===== src/rtl/switch_pkg.sv =====
// rtl/switch_pkg.sv - shared constants and width helper for the switch debouncer
package switch_pkg;

   localparam int SW_WIDTH                = 18;
   localparam int SW_TICK_DIV_DEFAULT     = 50000;
   localparam int SW_STABLE_TICKS_DEFAULT = 8;

   // Bits needed to hold the values 0..value-1, never less than one bit.
   function automatic int clog2(input int value);
      int result;
      result = 0;
      while ((1 << result) < value) begin
         result = result + 1;
      end
      if (result == 0) begin
         result = 1;
      end
      return result;
   endfunction

endpackage


===== src/rtl/debounce_bit.sv =====
// rtl/debounce_bit.sv - synchroniser plus tick-sampled debounce filter for one switch bit
module debounce_bit
   import switch_pkg::*;
#(
   parameter int STABLE_TICKS = SW_STABLE_TICKS_DEFAULT
) (
   input  logic clk,
   input  logic reset,
   input  logic tick,
   input  logic sw_raw,
   output logic sw_out,
   output logic sw_rise,
   output logic sw_fall
);

   localparam int               CNT_W    = clog2(STABLE_TICKS + 1);
   localparam logic [CNT_W-1:0] CNT_LAST = CNT_W'(STABLE_TICKS - 1);
   localparam logic [CNT_W-1:0] CNT_ONE  = CNT_W'(1);

   logic             sync1;
   logic             sync2;
   logic [CNT_W-1:0] cnt;

   // Two-flop synchroniser; only sync2 is trusted downstream.
   always_ff @(posedge clk) begin
      if (reset) begin
         sync1 <= 1'b0;
         sync2 <= 1'b0;
      end else begin
         sync1 <= sw_raw;
         sync2 <= sync1;
      end
   end

   // On each tick, count consecutive disagreements and flip the level after enough of them.
   always_ff @(posedge clk) begin
      if (reset) begin
         cnt     <= '0;
         sw_out  <= 1'b0;
         sw_rise <= 1'b0;
         sw_fall <= 1'b0;
      end else begin
         sw_rise <= 1'b0;
         sw_fall <= 1'b0;
         if (tick) begin
            if (sync2 == sw_out) begin
               cnt <= '0;
            end else if (cnt == CNT_LAST) begin
               cnt     <= '0;
               sw_out  <= sync2;
               sw_rise <= sync2;
               sw_fall <= ~sync2;
            end else begin
               cnt <= cnt + CNT_ONE;
            end
         end
      end
   end

endmodule


===== src/rtl/switch_debouncer.sv =====
// rtl/switch_debouncer.sv - debounced switch vector with sample tick and per-bit edge pulses
module switch_debouncer
   import switch_pkg::*;
#(
   parameter int WIDTH        = SW_WIDTH,
   parameter int TICK_DIV     = SW_TICK_DIV_DEFAULT,
   parameter int STABLE_TICKS = SW_STABLE_TICKS_DEFAULT
) (
   input  logic             clk,
   input  logic             reset,
   input  logic [WIDTH-1:0] sw_raw,
   output logic [WIDTH-1:0] sw_out,
   output logic [WIDTH-1:0] sw_rise,
   output logic [WIDTH-1:0] sw_fall,
   output logic             tick
);

   localparam int                TICK_W    = clog2(TICK_DIV);
   localparam logic [TICK_W-1:0] TICK_LAST = TICK_W'(TICK_DIV - 1);
   localparam logic [TICK_W-1:0] TICK_ONE  = TICK_W'(1);

   logic [TICK_W-1:0] tick_cnt;

   // Free-running divider; tick is registered and fires on the wrap, so the first one lands TICK_DIV cycles after reset.
   always_ff @(posedge clk) begin
      if (reset) begin
         tick_cnt <= '0;
         tick     <= 1'b0;
      end else if (tick_cnt == TICK_LAST) begin
         tick_cnt <= '0;
         tick     <= 1'b1;
      end else begin
         tick_cnt <= tick_cnt + TICK_ONE;
         tick     <= 1'b0;
      end
   end

   generate
      for (genvar i = 0; i < WIDTH; i++) begin : g_bit
         debounce_bit #(
            .STABLE_TICKS(STABLE_TICKS)
         ) u_bit (
            .clk    (clk),
            .reset  (reset),
            .tick   (tick),
            .sw_raw (sw_raw[i]),
            .sw_out (sw_out[i]),
            .sw_rise(sw_rise[i]),
            .sw_fall(sw_fall[i])
         );
      end
   endgenerate

endmodule

===== config.mk =====
export PLATFORM = sky130hd
export DESIGN_NAME = switch_debouncer
export DESIGN_NICKNAME = d
export VERILOG_FILES = /design/src/rtl/switch_pkg.sv /design/src/rtl/debounce_bit.sv /design/src/rtl/switch_debouncer.sv
export SDC_FILE = /design/constraint.sdc
export NUM_CORES = 1
export LEC_CHECK = 0
export CORE_MARGIN = 3
export CORE_UTILIZATION = 50
export DETAILED_ROUTE_END_ITERATION = 12
export PLACE_DENSITY = 0.76
export RECOVER_POWER = 100
export SETUP_SLACK_MARGIN = 0.05
export SYNTH_ARGS = -nofsm -noshare
export SYNTH_HDL_FRONTEND = slang
export SYNTH_HIERARCHICAL = 1
export SYNTH_SLANG_ARGS = --single-unit

===== constraint.sdc =====
create_clock -name clk -period 4.08 [get_ports clk]
set_clock_uncertainty 0.1 [all_clocks]
set_input_delay 0.816 -clock clk [delete_from_list [all_inputs] [get_ports clk]]
set_output_delay 0.816 -clock clk [all_outputs]
set_load 0.05 [all_outputs]

== Word-level counts from Yosys, hierarchy flattened ==
Cells that the tools add are included.
W data, S select, Z words.
Cells by class
  add/sub/neg operators: 19
  equality and inequality tests: 37
  muxes and demuxes: 37
  bitwise operators: 55
  reduce and logical (&&, ||, !) cells: 37
Operators with widths (number)
  $mux W4: 36
  $add A4 B1 Y4 const B: 18
  $eq A4 B3 Y1 const B: 18
  $reduce_or A4 Y1: 18
  $not A1 Y1: 55
  $reduce_and A3 Y1: 18
  $eq A1 B1 Y1: 18
  $add A16 B1 Y16 const B: 1
  $eq A16 B16 Y1 const B: 1
  $reduce_or A2 Y1: 1
  $mux W1: 1
Storage, ports and cells
  register bits after elaboration: 179
  input port bits: 20
  output and inout bits: 55

== Depth between registers and ports, before layout ==
Gate-level depths: netlist of the first run.
  word-level depth: 3
  mapped depth: 6

== Cells and area by module ==
Netlist of the first run, hierarchy kept.
Modules (own cells, without submodules)
  debounce_bit: times used 18, cells an instance 37, area an instance 377.9 sq um, sequential area each 180.2 sq um
  switch_debouncer: times used 1, cells an instance 83, area an instance 768.2 sq um, sequential area each 340.3 sq um

== Worst setup path before layout of the first run ==
Ideal clock, no wire load.
  kind: reg-to-reg
  start point: register tick
  end point: register g_bit[0].u_bit.sw_fall
  arrival: 3.341 ns
  required time: 3.878 ns
  slack: 0.537 ns
  stages on the path, launching flop included: 3
  path buffers: 0
  clock period less this slack: 3.543 ns
  path through: dfxtp_1 -> nand4b_1 -> nor4b_1
Between the ends
  word-level cells in the longest chain between the ends: 2
RTL lines
  from (decl): RTL line switch_debouncer.sv:15  | output logic tick
  from (signal assigned): RTL line switch_debouncer.sv:28  | tick <= 1'b0;
  from (signal assigned): RTL line switch_debouncer.sv:31  | tick <= 1'b1;
  from (signal assigned): RTL line switch_debouncer.sv:34  | tick <= 1'b0;
  $not A1 Y1 (no source line)
  $reduce_or A4 Y1 (no source line)
  to (signal assigned): RTL line debounce_bit.sv:52  | sw_fall <= ~sync2;
  to (decl): RTL line debounce_bit.sv:13  | output logic sw_fall
No other way between the ends.
A chain may end at the register's enable or synchronous reset.

== Final worst setup path of the first run ==
  start point: register tick
  end point: output port tick
No word-level cell between the ends.

==> flow_summary.yaml, run 1 <==
status:
  run_status: "finished, final reports clean"
power_and_ir_drop:
  comb_power_share: 0.026
  power.ir.vdd_worst_v: 0.000305
  pwr-share-clk: 0.473
  p_sw_frac: 0.215
  internal-power_uw: 2790
  powerDensity_mw_per_mm2: 392
  seq_power_share: 0.501
  p_switching_uw: 766
  leakage_power_figure_uw: 0.00358
clock_network:
  clock_sinks: 179
  cts_tree: "built"
  cts_buffers: 17
  clock_insertion_delay_at_the_later_pin_of_the_skew_report_ps: 430
  ctsResizeCount: 0
  root_buffer: "clkbuf_16"
  holdBufCountCts: 0
  cts_setup_buffers: 0
  clk_pin_slew_ps: 60
  ctsHtreeMaxLevel: 4
  cts_max_path_buffers: 2
cells_and_area:
  fraction_of_final_layout_cells_with_drive_strength_greater_than_1: 0.0919
  fillCellCount: 1176
  final_common_cell: "dfxtp_1"
  diodes: 0
  num-nets-final: 864
  area.growth.synth_to_final_pct: 20.1
  final_cell_mix: "179 x dfxtp_1, 55 x dlygate4sd3_1, 37 x nand2b_1"
route:
  drt_wl_total_mm: 14.6
  postRouteAntennaNets: 0
  via_count: 5823
  drc: 0
  drt-pass1-iter-count: 5
  wl_per_cell_um: 14.3
  vias_cell: 5.70
  drt_iter0_drc: 354
synthesis:
  synth-seq-area-share: 0.473
  synth.lib_cells_used.distinct: 33
  synthesis.yosys.warnings: 6
  syn-num-nets: 788
  synth_seq_cells: 179
  synth.avg_cell_area_sq_um: 10.1
  synthesis.instances: 749
  synth.cell_area_sq_mm: 0.00757
worst_setup_path:
  cp_slowest_cell: "dlygate4sd3_1"
  worstPathRequired_ps: 3160
  path_cells: "dlygate4sd3_1"
  critical_path.max_stage_delay_ps: 930
  worstSetupStartpointType: "flop"
  critical_path.max_fanout: 8
  timing.critical_path.buf_inv: 1
  rr_startpoint: "tick"
  r2r_setup_slack_ps: 1730
  worstSetupPathDepth: 1
  worst_r2r_endpoint: "g_bit[7].u_bit/sw_out"
  type_of_element_capturing_the_critical_path: "primary output"
  timing.critical_path.max_delay_family: "buffers and inverters"
  crit_path_start: "tick"
  worst-r2r-cell-count: 4
  path_class: "flop to primary output"
  cp_data_arrival_time_ps: 1820
die:
  dieArea_sq_mm: 0.0167
  number_of_rows_created_at_floorplan: 44
  fp.coreArea_sq_mm: 0.0147
  floorplan_die_width_um: 129
  ios: 75
  die_y_um: 129
  floorplan.initialDensity: 0.515
placement:
  placement.setup.worst_slack_ps: 1620
  place.port_buffers: 74
  gpl.final_weighted_congestion: 0.742
  place_hpwl_mm: 9.42
global_routing:
  global_route.usage.total: 0.179
  grt_antenna_before_repair: 0
  overflow: 0
  grt_first_pass_wirelength_mm: 24.8
  grt_max_degree: 157
  number_of_global_route_vias_before_repair: 5694
sta:
  post-route-period-util: 0.671
  final-setup-viol-count: 0
  max_freq_ghz: 0.365
  grt_setup_unrepaired: "false"
  period_minus_slack_ps: 2740
  timing.max_slew.rel_slack: 0.186
  worst_hold_slack_ps: 339
  tightestPinTransition_ps: 1220
  report.final.hold_viol_count: 0
  slew_viol_final: 0
  fin_ws_ps: 1340
  fin_setup_tns_ps: 0
min_path:
  whs_path_depth: 1
  hp-class: "flop to flop"
  endpoint_of_the_worst_hold_path: "g_bit[9].u_bit/sync2"
  holdCritStartpoint: "g_bit[9].u_bit/sync1"
flow_run:
  max_cap_viol_count: 0
## state kept, by name, indices dropped and copies added, names as in the netlist
name	cells
g_bit.u_bit/sw_rise	18
tick_cnt	16
g_bit.u_bit/cnt	72
g_bit.u_bit/sw_fall	18
g_bit.u_bit/sync2	18
g_bit.u_bit/sync1	18
tick	1
g_bit.u_bit/sw_out	18
## cells by family after synthesis
kind of cell	count (synthesis)	synth area share
and+or+nand+nor	333	0.299
DFF	179	0.473
AOI/OAI and AO/OA	108	0.0893
muxes	18	0.0238
xor gates and xnor gates	50	0.0579
buffers and inverters	42	0.0253
adders and majority gates	19	0.0314
## worst register-to-register path: stages, from the launching register on
cell	delay, ps
dfxtp_1	460
buf_4	970
nand4b_1	390
mux2i_1	250
nor2_1	50
## final cells by class
class	count	area [sq um]	area share
Multi-Input combinational cell	528	3790	0.417
Sequential cell	179	3580	0.394
Timing Repair Buffer	77	786	0.0864
Clock buffer	18	439	0.0483
Tap cell	184	230	0.0253
Clock inverter	14	178	0.0195
Inverter	22	82.6	0.00908
## power groups by stage
stage / Sequential (uW) / Clock (uW) / Combinational, uW
floorplan: 1820 / 0 / 62.1
global placement: 1820 / 0 / 90.0
detailed placement: 1820 / 0 / 94.3
CTS: 1780 / 1730 / 95.2
global route: 1780 / 1800 / 104
finish: 1780 / 1680 / 93.9
## synthesized netlist by cell type
cell	count	area, sq um
dfxtp_1	179	3580
a21oi_1	36	180
a31o_2	36	315
nand2b_1	36	225
nand3b_1	36	270
nand4b_1	36	315
nor2b_1	36	225
nor4b_1	36	315
o21ai_0	36	180
nor2_1	34	128
xnor2_1	30	263
inv_1	22	82.6
nand3_1	21	105
nor3_1	21	105
and3_1	20	125
xor2_1	20	175
ha_1	19	238
and4_1	18	158
buf_2	18	90.1
mux2i_1	18	180
nor3b_1	18	135
nand4_1	5	31.3
nor4_1	5	31.3
nor2_2	3	18.8
nand2_1	2	7.51
and3_2	1	7.51
and4b_1	1	10.0
buf_4	1	7.51
buf_6	1	11.3
nand2b_2	1	8.76
nand3_2	1	10.0
nand4_4	1	21.3
nor4bb_1	1	10.0
## routing by layer
metal,up-vias,share of wire,global-route usage
met1,2803,0.43,0.201
met3,19,0.033,0.0519
li1,2898,-,-
met2,103,0.52,0.318
met5,-,0,0
met4,0,0.016,0.0729
## how the worst max path moves through the flow
stage | end | slack [ps]
5_1_grt | sw_out[17] | 1280
4_1_cts | sw_out[17] | 1390
3_3_place_gp | g_bit[11].u_bit/cnt[3] | 1690
3_5_place_dp | g_bit[1].u_bit/cnt[3] | 1620
6_report | tick | 1340
2_1_floorplan | g_bit[0].u_bit/sw_fall | 540
## stage by stage
step,instances,util,instance area [sq um],total power [uW]
finish,1022,0.618,9090,3560
global route,1022,0.618,9090,3690
CTS,1022,0.619,9100,3610
detailed placement,990,0.577,8480,1920
global placement,990,0.577,8480,1910
floorplan,749,-,7570,1880
No activity file was read; power rests on OpenSTA's default activity.
==> run 2: changes to the inputs <==
--- a/config.mk
+++ b/config.mk
@@ -8,7 +8,7 @@
 export CORE_MARGIN = 3
 export CORE_UTILIZATION = 50
 export DETAILED_ROUTE_END_ITERATION = 12
-export PLACE_DENSITY = 0.76
+export PLACE_DENSITY = 0.79
 export RECOVER_POWER = 100
 export SETUP_SLACK_MARGIN = 0.05
 export SYNTH_ARGS = -nofsm -noshare
==> constraint.sdc (replaced) <==
create_clock -name clk -period 2.2 [get_ports clk]
set_clock_uncertainty 0.1 [all_clocks]
set_input_delay 0.44 -clock clk [delete_from_list [all_inputs] [get_ports clk]]
set_output_delay 0.44 -clock clk [all_outputs]
set_load 0.05 [all_outputs]
==> flow_summary.yaml, run 2 (synthesis gave the netlist of run 1 again) <==
sta:
  tightestPinTransition_ps: 1310
  post-route-period-util: 0.970
  slew_viol_final: 0
  period_minus_slack_ps: 2130
  final-setup-viol-count: 0
  timing.max_slew.rel_slack: 0.129
  fin_ws_ps: 65.3
  max_freq_ghz: 0.468
  grt_setup_unrepaired: "false"
  fin_setup_tns_ps: 0
  report.final.hold_viol_count: 0
route:
  drc: 0
  drt_iter0_drc: 297
  via_count: 5842
  vias_cell: 5.65
  drt_wl_total_mm: 14.7
  wl_per_cell_um: 14.2
  postRouteAntennaNets: 0
  drt-pass1-iter-count: 4
die:
  floorplan.initialDensity: 0.515
  number_of_rows_created_at_floorplan: 44
  dieArea_sq_mm: 0.0167
  fp.coreArea_sq_mm: 0.0147
  die_y_um: 129
  floorplan_die_width_um: 129
  ios: 75
worst_setup_path:
  critical_path.max_stage_delay_ps: 860
  critical_path.max_fanout: 1
  timing.critical_path.max_delay_family: "buffers and inverters"
  cp_data_arrival_time_ps: 1590
  timing.critical_path.buf_inv: 1
  type_of_element_capturing_the_critical_path: "primary output"
  worstPathRequired_ps: 1660
  path_class: "flop to primary output"
  path_cells: "dlygate4sd3_1"
  worstSetupStartpointType: "flop"
  cp_slowest_cell: "dlygate4sd3_1"
cells_and_area:
  final_cell_mix: "178 x dfxtp_1, 41 x clkdlybuf4s50_1"
  fillCellCount: 1183
  regMostFlops: "g_bit.u_bit/cnt"
  finalInstanceArea_sq_mm: 0.00914
  num-nets-final: 877
  fraction_of_final_layout_cells_with_drive_strength_greater_than_1: 0.104
  largest_register_ffs: 72
  layout.core_utilization: 0.621
  diodes: 0
  final_common_cell: "dfxtp_1"
  area.growth.synth_to_final_pct: 20.7
min_path:
  hp-class: "flop to flop"
placement:
  gpl.final_weighted_congestion: 0.838
  place_hpwl_mm: 10.1
  place.port_buffers: 74
  area_of_placed_instances_sq_mm: 0.00861
  placement.setup.worst_slack_ps: 380
power_and_ir_drop:
  leakage_power_figure_uw: 0.00354
  total_power_uw: 6440
  power.ir.vdd_worst_v: 0.000581
  powerDensity_mw_per_mm2: 705
clock_network:
  root_buffer: "clkbuf_16"
  ctsHtreeMaxLevel: 4
  cts_buffers: 17
  cts_tree: "built"
  cts_max_path_buffers: 2
  clock_sinks: 179
  clk_pin_slew_ps: 60
  clock_insertion_delay_at_the_later_pin_of_the_skew_report_ps: 420
  cts_setup_buffers: 0
status:
  run_status: "finished, final reports clean"
global_routing:
  global_route.usage.total: 0.181
  grt_first_pass_wirelength_mm: 25.2
  grt_antenna_before_repair: 0
  grt_max_degree: 56
  number_of_global_route_vias_before_repair: 5727
  overflow: 0
flow_run:
  max_cap_viol_count: 0
==> run 2: changes by cell type in the layout (fill, tap and decap cells not counted), sizes merged <==
cell           previous run  this run
clkinv                    7         6
clkdlybuf4s50            18        41
clkbuf                   18        30
dlygate4sd3              55        12
buf                       4        12
bufinv                    3         2
dlygate4sd2               0        16
inv                      25        23
==> run 2: per-layer routing <==
| layer | global-route usage | vias to the layer above | wire length [um] |
|---|---|---|---|
| li1 | - | 2928 | - |
| met1 | 0.214 | 2788 | 6590 |
| met4 | 0.0716 | 0 | 224 |
| met3 | 0.0474 | 22 | 527 |
| met5 | 0 | - | 0 |
| met2 | 0.315 | 104 | 7320 |
==> run 2: cell type report <==
class                           instances  area [sq um]  area share
Multi-Input combinational cell        528          3790       0.415
Sequential cell                       179          3590       0.393
Timing Repair Buffer                   90           863      0.0945
Clock buffer                           21           470      0.0515
Tap cell                              184           230      0.0252
Clock inverter                         10           106      0.0116
Inverter                               22          82.6     0.00904
==> run 2: final timing paths <==
| check | endpoint | depth (start not counted) | startpoint | slack [ps] |
|---|---|---|---|---|
| min | g_bit[9].u_bit/sync2 | 1 | g_bit[9].u_bit/sync1 | 330 |
| max | sw_fall[6] | 1 | g_bit[6].u_bit/sw_fall | 70 |
| min reg2reg | g_bit[9].u_bit/sync2 | 1 | g_bit[9].u_bit/sync1 | 330 |
| max reg2reg | g_bit[13].u_bit/sw_fall | 3 | tick | 280 |
==> run 2: report_power, final <==
| group | internal [uW] | switching, uW | leakage, uW |
|---|---|---|---|
| registers | 3270 | 29.6 | 0.00145 |
| clock network | 1750 | 1190 | 0.000289 |
| logic | 88.5 | 103 | 0.00180 |
| total | 5110 | 1330 | 0.00354 |
==> run 2: what timing repair did <==
action | in CTS | in global routing
hold buffers | 0 | 0
resized for setup | 16 | 2
setup endpoints to repair | 16 | 2
==> run 2: per-stage QoR <==
step	hold slack, ps	instances
5_1_grt	358	1034
3_5_place_dp	326	1003
4_1_cts	287	1034
3_3_place_gp	317	1003
2_1_floorplan	314	749
6_report	335	1034
==> run 3: changes to the inputs <==
--- a/config.mk
+++ b/config.mk
@@ -7,6 +7,7 @@
 export LEC_CHECK = 0
 export CORE_MARGIN = 3
 export CORE_UTILIZATION = 50
+export CTS_CLUSTER_SIZE = 28
 export DETAILED_ROUTE_END_ITERATION = 12
 export PLACE_DENSITY = 0.79
 export RECOVER_POWER = 100
==> results of run 3 <==
Same layout as run 2: the final DEF is identical, and so are final timing and power.
